**src/rtl/rv32_iter_muldiv_unit.sv**
```systemverilog
// Iterative RV32M multiply/divide unit.
// Multiplies with shift-add and divides with restoring division, both on
// operand magnitudes, retiring BITS_PER_CYCLE bits per iteration. Signs are
// re-applied on the final iteration as the result register is loaded.
module rv32_iter_muldiv_unit #(
  parameter int XLEN           = 32,
  parameter int BITS_PER_CYCLE = 1
) (
  input  logic            clk,
  input  logic            resetn,
  input  logic            start,
  input  logic [2:0]      op,
  input  logic [XLEN-1:0] op1,
  input  logic [XLEN-1:0] op2,
  input  logic            kill,
  output logic            ready,
  output logic            busy,
  output logic            result_valid,
  output logic [XLEN-1:0] result,
  input  logic            result_ack
);

  localparam int B     = BITS_PER_CYCLE;
  localparam int ITER  = XLEN / BITS_PER_CYCLE;
  localparam int CNT_W = (ITER > 1) ? $clog2(ITER) : 1;

  typedef enum logic [1:0] {IDLE, CALC, DONE} state_t;

  state_t state_reg, state_next;

  // hi/lo: accumulator for multiply, remainder/quotient for divide.
  // opnd holds the multiplicand or the divisor magnitude.
  logic [XLEN-1:0]  hi_reg, lo_reg, opnd_reg, result_reg;
  logic [2:0]       op_reg;
  logic             neg_q_reg, neg_r_reg;
  logic [CNT_W-1:0] cnt_reg;

  // Operand decode at accept time.
  logic            is_div_in, sgn1_in, sgn2_in, neg1_in, neg2_in;
  logic [XLEN-1:0] mag1_in, mag2_in, special_result;
  logic            div_zero, div_ovf, special, accept;

  assign is_div_in = op[2];
  // Signed op1: MUL/MULH/MULHSU, DIV/REM. Signed op2: MUL/MULH, DIV/REM.
  assign sgn1_in   = is_div_in ? ~op[0] : (op[1:0] != 2'b11);
  assign sgn2_in   = is_div_in ? ~op[0] : ~op[1];
  assign neg1_in   = sgn1_in & op1[XLEN-1];
  assign neg2_in   = sgn2_in & op2[XLEN-1];
  assign mag1_in   = neg1_in ? -op1 : op1;
  assign mag2_in   = neg2_in ? -op2 : op2;

  assign div_zero  = is_div_in & (op2 == '0);
  assign div_ovf   = is_div_in & ~op[0] & (op1 == {1'b1, {(XLEN-1){1'b0}}}) & (op2 == '1);
  assign special   = div_zero | div_ovf;
  // op[1] selects the remainder form (REM/REMU).
  assign special_result = div_zero ? (op[1] ? op1 : '1) : (op[1] ? '0 : op1);

  assign accept    = start & ~kill & (state_reg == IDLE);

  // Multiply step: add multiplicand times the low B multiplier bits, shift right by B.
  logic [XLEN+B-1:0] mul_sum;
  logic [XLEN-1:0]   mul_hi, mul_lo;

  assign mul_sum = {{B{1'b0}}, hi_reg} + ({{B{1'b0}}, opnd_reg} * {{XLEN{1'b0}}, lo_reg[B-1:0]});
  assign mul_hi  = mul_sum[XLEN+B-1:B];
  assign mul_lo  = {mul_sum[B-1:0], lo_reg[XLEN-1:B]};

  // Divide step: B chained restoring stages; a negative trial keeps the old remainder.
  logic [XLEN-1:0] div_r [0:B];
  logic [XLEN-1:0] div_q [0:B];

  assign div_r[0] = hi_reg;
  assign div_q[0] = lo_reg;

  for (genvar gi = 0; gi < B; gi++) begin : g_div
    logic [XLEN:0] trial;
    assign trial        = {div_r[gi], div_q[gi][XLEN-1]} - {1'b0, opnd_reg};
    assign div_r[gi+1]  = trial[XLEN] ? {div_r[gi][XLEN-2:0], div_q[gi][XLEN-1]}
                                      : trial[XLEN-1:0];
    assign div_q[gi+1]  = {div_q[gi][XLEN-2:0], ~trial[XLEN]};
  end

  logic [XLEN-1:0]   step_hi, step_lo, quot, remd, final_result;
  logic [2*XLEN-1:0] prod_mag, prod_signed;

  assign step_hi     = op_reg[2] ? div_r[B] : mul_hi;
  assign step_lo     = op_reg[2] ? div_q[B] : mul_lo;
  assign prod_mag    = {step_hi, step_lo};
  assign prod_signed = neg_q_reg ? -prod_mag : prod_mag;
  assign quot        = neg_q_reg ? -step_lo : step_lo;
  assign remd        = neg_r_reg ? -step_hi : step_hi;

  // Select the architectural result from the signed product / quotient / remainder.
  always_comb begin
    final_result = '0;
    case (op_reg)
      3'b000:                 final_result = prod_signed[XLEN-1:0];
      3'b001, 3'b010, 3'b011: final_result = prod_signed[2*XLEN-1:XLEN];
      3'b100, 3'b101:         final_result = quot;
      default:                final_result = remd;
    endcase
  end

  // State register.
  always_ff @(posedge clk or negedge resetn) begin
    if (!resetn) state_reg <= IDLE;
    else         state_reg <= state_next;
  end

  // Next-state logic; kill outranks every other event.
  always_comb begin
    state_next = state_reg;
    if (kill) begin
      state_next = IDLE;
    end else begin
      case (state_reg)
        IDLE:    if (start) state_next = special ? DONE : CALC;
        CALC:    if (cnt_reg == CNT_W'(ITER-1)) state_next = DONE;
        DONE:    if (result_ack) state_next = IDLE;
        default: state_next = IDLE;
      endcase
    end
  end

  // Datapath: latch operands on accept, iterate in CALC, load result on the last iteration.
  always_ff @(posedge clk or negedge resetn) begin
    if (!resetn) begin
      hi_reg     <= '0;
      lo_reg     <= '0;
      opnd_reg   <= '0;
      result_reg <= '0;
      op_reg     <= '0;
      neg_q_reg  <= 1'b0;
      neg_r_reg  <= 1'b0;
      cnt_reg    <= '0;
    end else if (accept) begin
      op_reg    <= op;
      cnt_reg   <= '0;
      hi_reg    <= '0;
      lo_reg    <= is_div_in ? mag1_in : mag2_in;
      opnd_reg  <= is_div_in ? mag2_in : mag1_in;
      neg_q_reg <= neg1_in ^ neg2_in;
      neg_r_reg <= neg1_in;
      if (special) result_reg <= special_result;
    end else if (state_reg == CALC && !kill) begin
      hi_reg <= step_hi;
      lo_reg <= step_lo;
      if (cnt_reg == CNT_W'(ITER-1)) begin
        cnt_reg    <= '0;
        result_reg <= final_result;
      end else begin
        cnt_reg <= cnt_reg + 1'b1;
      end
    end
  end

  assign ready        = (state_reg == IDLE);
  assign busy         = (state_reg == CALC) || (state_reg == DONE);
  assign result_valid = (state_reg == DONE);
  assign result       = result_reg;

endmodule

```
**config.mk**
```make
export PLATFORM = sky130hd
export DESIGN_NAME = rv32_iter_muldiv_unit
export DESIGN_NICKNAME = d
export VERILOG_FILES = /design/src/rtl/rv32_iter_muldiv_unit.sv
export SDC_FILE = /design/constraint.sdc
export NUM_CORES = 1
export LEC_CHECK = 0
export ABC_CLOCK_PERIOD_IN_PS = 14800
export CAP_MARGIN = 20
export CORE_MARGIN = 1
export CORE_UTILIZATION = 60
export DETAILED_ROUTE_END_ITERATION = 8
export PLACE_DENSITY_LB_ADDON = 0.3
export SYNTH_ARGS = -nofsm -noshare
export SYNTH_HDL_FRONTEND = slang
export SYNTH_SLANG_ARGS = --single-unit
```
**constraint.sdc**
```tcl
create_clock -name clk -period 14.8 [get_ports clk]
set_input_delay 2.22 -clock clk [delete_from_list [all_inputs] [get_ports clk]]
set_output_delay 2.22 -clock clk [all_outputs]
set_load 0.01 [all_outputs]
```
==> results of run 1 <==
[kinds of logic (layout without fill, tap and decap cells)]
group           count (synthesis)  after routing  synth area share [%]
xor+xnor                      189            189                  10.2
simple gates                  813            813                  23.6
fa+ha+maj                      78             78                  6.08
mux                            49             49                  3.06
buf+inv                       212            232                  5.23
flops                         140            140                  21.6
compound gates                761            761                  30.2
[cell usage in the layout, fill, tap and decap left out, types with 7 or more instances in the layout]
cell             netlist  final
a31oi_1               21     21
nor2_1               229    227
nand3_1               59     59
a21oi_1              224    223
o31ai_1               25     25
o21a_1                17     17
buf_4                  0     22
dfrtp_1              140    138
or4_1                 11     11
clkbuf_16              0     17
nor2b_1               13     12
a211oi_1              28     28
mux2i_1               44     44
nand2b_1              15     14
o211ai_1              56     56
o21bai_1              11     11
and2_1                43     43
a221oi_1              12     12
xnor2_1              111    111
and3_1                14     14
nor3_1                67     67
inv_1                 71     71
o41ai_1               13     13
nand4_1               27     27
or3_1                 16     16
xor2_1                78     78
o21ai_1               23     24
o221ai_1              10     10
nand2_1              271    271
o22ai_1                7      7
clkdlybuf4s50_1        0    104
o21ai_0              203    202
o41ai_2                9      9
nor4_1                 9      9
a21o_1                22     22
ha_1                  74     74
[cell usage after synthesis (all sizes together) (30+ instances only)]
| cell type | number |
|---|---|
| o211ai | 58 |
| and2 | 44 |
| nand2 | 271 |
| mux2i | 44 |
| buf | 40 |
| nor2 | 229 |
| xor2 | 78 |
| nor3 | 71 |
| inv | 71 |
| xnor2 | 111 |
| ha | 74 |
| o21ai | 227 |
| nand3 | 61 |
| clkbuf | 101 |
| dfrtp | 140 |
| a211oi | 30 |
| a21oi | 229 |
[worst max path at each step]
stage,end,slack [ns],cells past startpoint
2_1_floorplan,result[30],9.80,13
3_3_place_gp,result[31],8.63,13
3_5_place_dp,result[27],8.51,14
4_1_cts,result[27],8.90,14
5_1_grt,result[17],8.46,16
6_report,result[17],8.71,16
[area by class of cell]
cell class / instances / area share (%)
Timing Repair Buffer: 129 / 7.03
Multi-Input combinational cell: 1890 / 66.1
Inverter: 71 / 1.48
Tap cell: 335 / 2.33
Sequential cell: 140 / 19.5
Clock buffer: 17 / 2.36
Clock inverter: 15 / 1.17
[through the flow]
| step | instance area, µm² | util, % | instances | power [mW] |
|---|---|---|---|---|
| 6_report | 18000 | 68.5 | 2597 | 4.82 |
| 4_1_cts | 17900 | 68.3 | 2595 | 4.68 |
| 3_3_place_gp | 17300 | 65.9 | 2563 | 4.11 |
| 5_1_grt | 18000 | 68.5 | 2597 | 5.11 |
| 2_1_floorplan | 16200 | - | 2242 | 3.24 |
| 3_5_place_dp | 17300 | 65.9 | 2563 | 4.17 |
[layer usage]
| layer | track usage, % | vias up |
|---|---|---|
| li1 | - | 8149 |
| met1 | 55.0 | 8255 |
| met3 | 9.22 | 225 |
| met4 | 26.2 | 0 |
| met2 | 69.1 | 1108 |
| met5 | 0 | - |
[worst max-delay path: stages (launching register included)]
cell      delay (ns)
dfrtp_1         0.76
and2_1          0.33
ha_1            0.23
fa_1            0.43
a21o_1          0.24
a221oi_2        0.45
o21bai_1        0.17
xnor2_1         0.17
nor2_1          0.06
a31oi_1         0.27
a21boi_2        0.42
nor3b_2         0.56
nand4_2         0.47
o21ai_1         0.30
xnor2_1         0.10
a221oi_1        0.87
o21ai_1         0.10
[where the power goes]
part / internal [mW] / total [mW] / switching [mW]
logic: 1.27 / 3.63 / 2.37
clock network: 0.286 / 0.481 / 0.195
registers: 0.513 / 0.708 / 0.195
==> results.cfg, run 1 <==
[finish]
seqCellArea_um2 = 3510
synthToLayoutAreaGrowth_pct = 11.0
antenna_cells = 0
drive_gt1_share_pct = 5.48
fillCellCount = 2321
final_nets = 2397
multiInputGateArea_um2 = 11900

[run_status]
outcome = complete, no violations

[setup_path]
ff2ff_path_depth = 16
required_ns = 15.10
worstReg2RegStart = lo_reg[0]
end_kind = flip-flop
critical_path_class = flip-flop to flip-flop
crit_path_start = lo_reg[0]
rrSetupSlack_ns = 8.71
reg2reg_to = result[17]
cp_max_fo = 34
worstPathArrival_ns = 6.39
start_kind = flip-flop

[synth]
synth.largest_area_cell = dfrtp_1
syn_nets = 2390
synth_top_area_share_pct = 21.6
syn_avg_cell_area_um2 = 7.23
synth_top_flop_cell = dfrtp_1
synth_area_leaders = dfrtp_1 22%, a21oi_1 6.9%, nand2_1 6.3%
yosys_warnings = 0
syn_inst = 2242
syn_area_um2 = 16200
synthArstFlopShare_pct = 100
ys_seq_area_share_pct = 21.6
synth_cell_type_count = 95
synth-seq-cells = 140
synth-edff-count = 0

[routing]
wl_met3_um = 6640
wl_met1_um = 23000
firstDrtPassIters = 6
highest_layer = met4
ant_nets = 0
drc = 0
wl_um = 60300
route.vias.total = 17737
drtIter0Drc = 2272
wl_met2_um = 26500
wl_per_cell_um = 23.2
vias_per_cell = 6.83

[floorplanning]
core_um2 = 26300
die-area_um2 = 27700
start_util_pct = 61.7
die_h_um = 166
pin_count = 107
die_w_um = 166
row_count = 59

[sta]
holdWs_ns = 0.488
hold_violations = 0
max_freq_mhz = 164
slew_headroom_pct = 24.8
post-route-period-util_pct = 41.2
fin_ws_ns = 8.71
fin_skew_ns = 0.0166
fin_setup_tns_ns = 0
rsz0062_at_grt = no
setup_viol = 0
worstMarginPinSlew_ns = 1.10
slew_violations = 0
fin_crit_ns = 6.09

[clock_network]
postCtsResizedCells = 0
clk_pin_slew_ns = 0.07
hold_buffers = 0
cts.sinks = 140
postCtsSetupBuffers = 0
cts_max_level = 4
insertion_delay_ns = 0.45
clockBufferDepth = 2
tritoncts = done
cts-root-buf = clkbuf_16
numCtsBuffers = 17

[grt]
grt.total_usage_pct = 43.7
grt_pass1_vias = 16528
overflow = 0
grt_pass1_wl_um = 94300
grt_max_degree = 101
antenna_found_initial = 0

[worst_hold_path]
hold_start = result[12]
worstHoldEndpoint = result[12]
holdPathStages = 2
hold_class = flip-flop to flip-flop

[pwr]
power.density_nw_per_um2 = 268
ir_drop_uv = 141
p_leak_nw = 7.11

[placed_design]
numPortBuffers = 106
dp_hpwl_um = 45600
dp_slack_ns = 8.51
place.gp.congestion = 1.08

[job]
drv_cap = 0
No activity file was read; power rests on OpenSTA's default activity.
==> inputs of run 2 (changes only) <==
--- a/config.mk
+++ b/config.mk
@@ -5,7 +5,7 @@
 export SDC_FILE = /design/constraint.sdc
 export NUM_CORES = 1
 export LEC_CHECK = 0
-export ABC_CLOCK_PERIOD_IN_PS = 14800
+export ABC_CLOCK_PERIOD_IN_PS = 5860
 export CAP_MARGIN = 20
 export CORE_MARGIN = 1
 export CORE_UTILIZATION = 60
==> constraint.sdc (replaced) <==
create_clock -name clk -period 5.86 [get_ports clk]
set_input_delay 0.879 -clock clk [delete_from_list [all_inputs] [get_ports clk]]
set_output_delay 0.879 -clock clk [all_outputs]
set_load 0.01 [all_outputs]
==> run 2 against run 1 <==
First-iteration DRC count about the same. Non-clock buffer count increased by 30. Via count increased by 2.0%. Core utilization increased by 0.99 points. Sequential power increased by 140%. Largest power group unchanged.
==> results.cfg, run 2 (same netlist as run 1, synthesis figures left out) <==
[sta]
worstMarginPinSlew_ns = 1.17
slew_headroom_pct = 21.3
fin_skew_ns = 0.0180
slew_violations = 0
hold_violations = 0
fin_setup_tns_ns = 0
fin_ws_ns = 0.284
rsz0062_at_grt = no
max_freq_mhz = 179
fin_crit_ns = 5.58
post-route-period-util_pct = 95.2
setup_viol = 0

[grt]
overflow = 0
grt_pass1_wl_um = 95500
grt.total_usage_pct = 44.3
grt_pass1_vias = 16585
antenna_found_initial = 2
grt_max_degree = 159

[placed_design]
numPortBuffers = 106
place.gp.congestion = 1.07
dp_slack_ns = 0.374
dp_hpwl_um = 47400

[clock_network]
cts_max_level = 4
cts.sinks = 140
clockBufferDepth = 2
tritoncts = done
numCtsBuffers = 17
clk_pin_slew_ns = 0.07
insertion_delay_ns = 0.44
hold_buffers = 0
cts-root-buf = clkbuf_16

[routing]
ant_nets = 0
wl_um = 61500
drtIter0Drc = 2271
wl_per_cell_um = 23.4
vias_per_cell = 6.89
route.vias.total = 18092
firstDrtPassIters = 7
drc = 0

[finish]
seqCellArea_um2 = 3510
drive_gt1_share_pct = 6.81
final_nets = 2427
fillCellCount = 2241
layout_commonest_cell = nand2_1
final_cell_mix = 271 x nand2_1, 227 x nor2_1, 223 x a21oi_1
synthToLayoutAreaGrowth_pct = 12.6
antenna_cells = 0
multiInputGateArea_um2 = 11900

[setup_path]
end_kind = flip-flop
worst_path_most_repeated_cell = inv_1
required_ns = 6.14
critical_path_class = flip-flop to flip-flop
slowest_stage = a221oi_1
worstPathArrival_ns = 5.85
path_cells = inv_1 > ha_1 > inv_1 > fa_1 > a211oi_1 > o21ai_1 > o21ai_2 > a21oi_2 > o211ai_2 > buf_8 > mux2i_1 > o21ai_1 > inv_1 > ha_1 > o21ai_0 > nor3_2 > buf_4 > nand3_1 > o21a_1 > xor2_1 > a221oi_1 > o21ai_0
cp_max_fo = 39
max_stage_delay_ns = 0.43
start_kind = flip-flop

[job]
drv_cap = 0

[pwr]
power.density_nw_per_um2 = 685
ir_drop_uv = 337
p_leak_nw = 7.27

[floorplanning]
core_um2 = 26300
start_util_pct = 61.7
row_count = 59
pin_count = 107
die_h_um = 166
die-area_um2 = 27700
die_w_um = 166

[worst_hold_path]
hold_class = primary input to async pin

[run_status]
outcome = complete, no violations
[run 2: cell count changes in the layout (fill, tap and decap cells not counted), sizes merged]
cell      before  now
buf           25   55
clkinv         5    2
bufinv         4    5
clkbuf        17   18
clkinvlp       1    2
[run 2: layer usage]
layer | GRT usage, % | share of wire (%) | vias up
li1 | - | - | 8215
met3 | 9.15 | 11 | 264
met2 | 69.0 | 44 | 1152
met1 | 56.6 | 39 | 8457
met4 | 26.9 | 7.1 | 4
met5 | 0 | 0.054 | -
[run 2: repair_timing]
action | 4_1_cts | 5_1_grt
setup endpoints to repair | 0 | 7
setup buffers | 0 | 1
gates resized for setup | 0 | 5
[run 2: cell type report]
| cell class | count | area share (%) |
|---|---|---|
| multi-input combinational | 1890 | 65.3 |
| sequential | 140 | 19.2 |
| timing repair buffer | 159 | 8.10 |
| clock buffer | 18 | 2.41 |
| tap | 335 | 2.30 |
| inverter | 71 | 1.46 |
| clock inverter | 14 | 1.26 |
[run 2: through the flow]
stage | hold slack [ns] | instance area, µm² | util [%] | instances | total power, mW
2_1_floorplan | 0.463 | 16200 | - | 2242 | 8.19
6_report | 0.447 | 18300 | 69.4 | 2627 | 12.5
3_3_place_gp | 0.473 | 17600 | 66.8 | 2594 | 10.6
4_1_cts | 0.491 | 18200 | 69.3 | 2626 | 12.1
3_5_place_dp | 0.494 | 17600 | 66.8 | 2594 | 10.7
5_1_grt | 0.514 | 18300 | 69.4 | 2627 | 13.2
[run 2: worst paths after layout]
kind | end | slack (ns) | cells past startpoint | startpoint
worst max-delay path | result[14] | 0.28 | 22 | lo_reg[31]
worst min-delay path | opnd_reg[5] | 0.45 | 1 | resetn
worst max register to register | result[14] | 0.28 | 22 | lo_reg[31]
worst min register to register | result[3] | 0.51 | 1 | result[3]
max in group asynchronous | hi_reg[25] | 3.96 | 2 | resetn
min in group clk | result[3] | 0.51 | 1 | result[3]
[run 2: where the power goes]
part,leakage [nW],switching (mW),internal [mW]
Combinational,5.13,6.15,3.39
Clock,0.323,0.498,0.779
Sequential,1.82,0.391,1.30
[run 2: critical path: cells and delay by family (launching register included)]
family / cells / cell delay (ns)
XOR/XNOR: 1 / 0.14
AO/OA/AOI/OAI: 10 / 2.36
AND/OR/NAND/NOR: 2 / 0.53
adder cells (fa/ha/maj): 3 / 0.84
multiplexers: 1 / 0.23
buffers and inverters: 5 / 0.93
flip-flops: 1 / 0.41
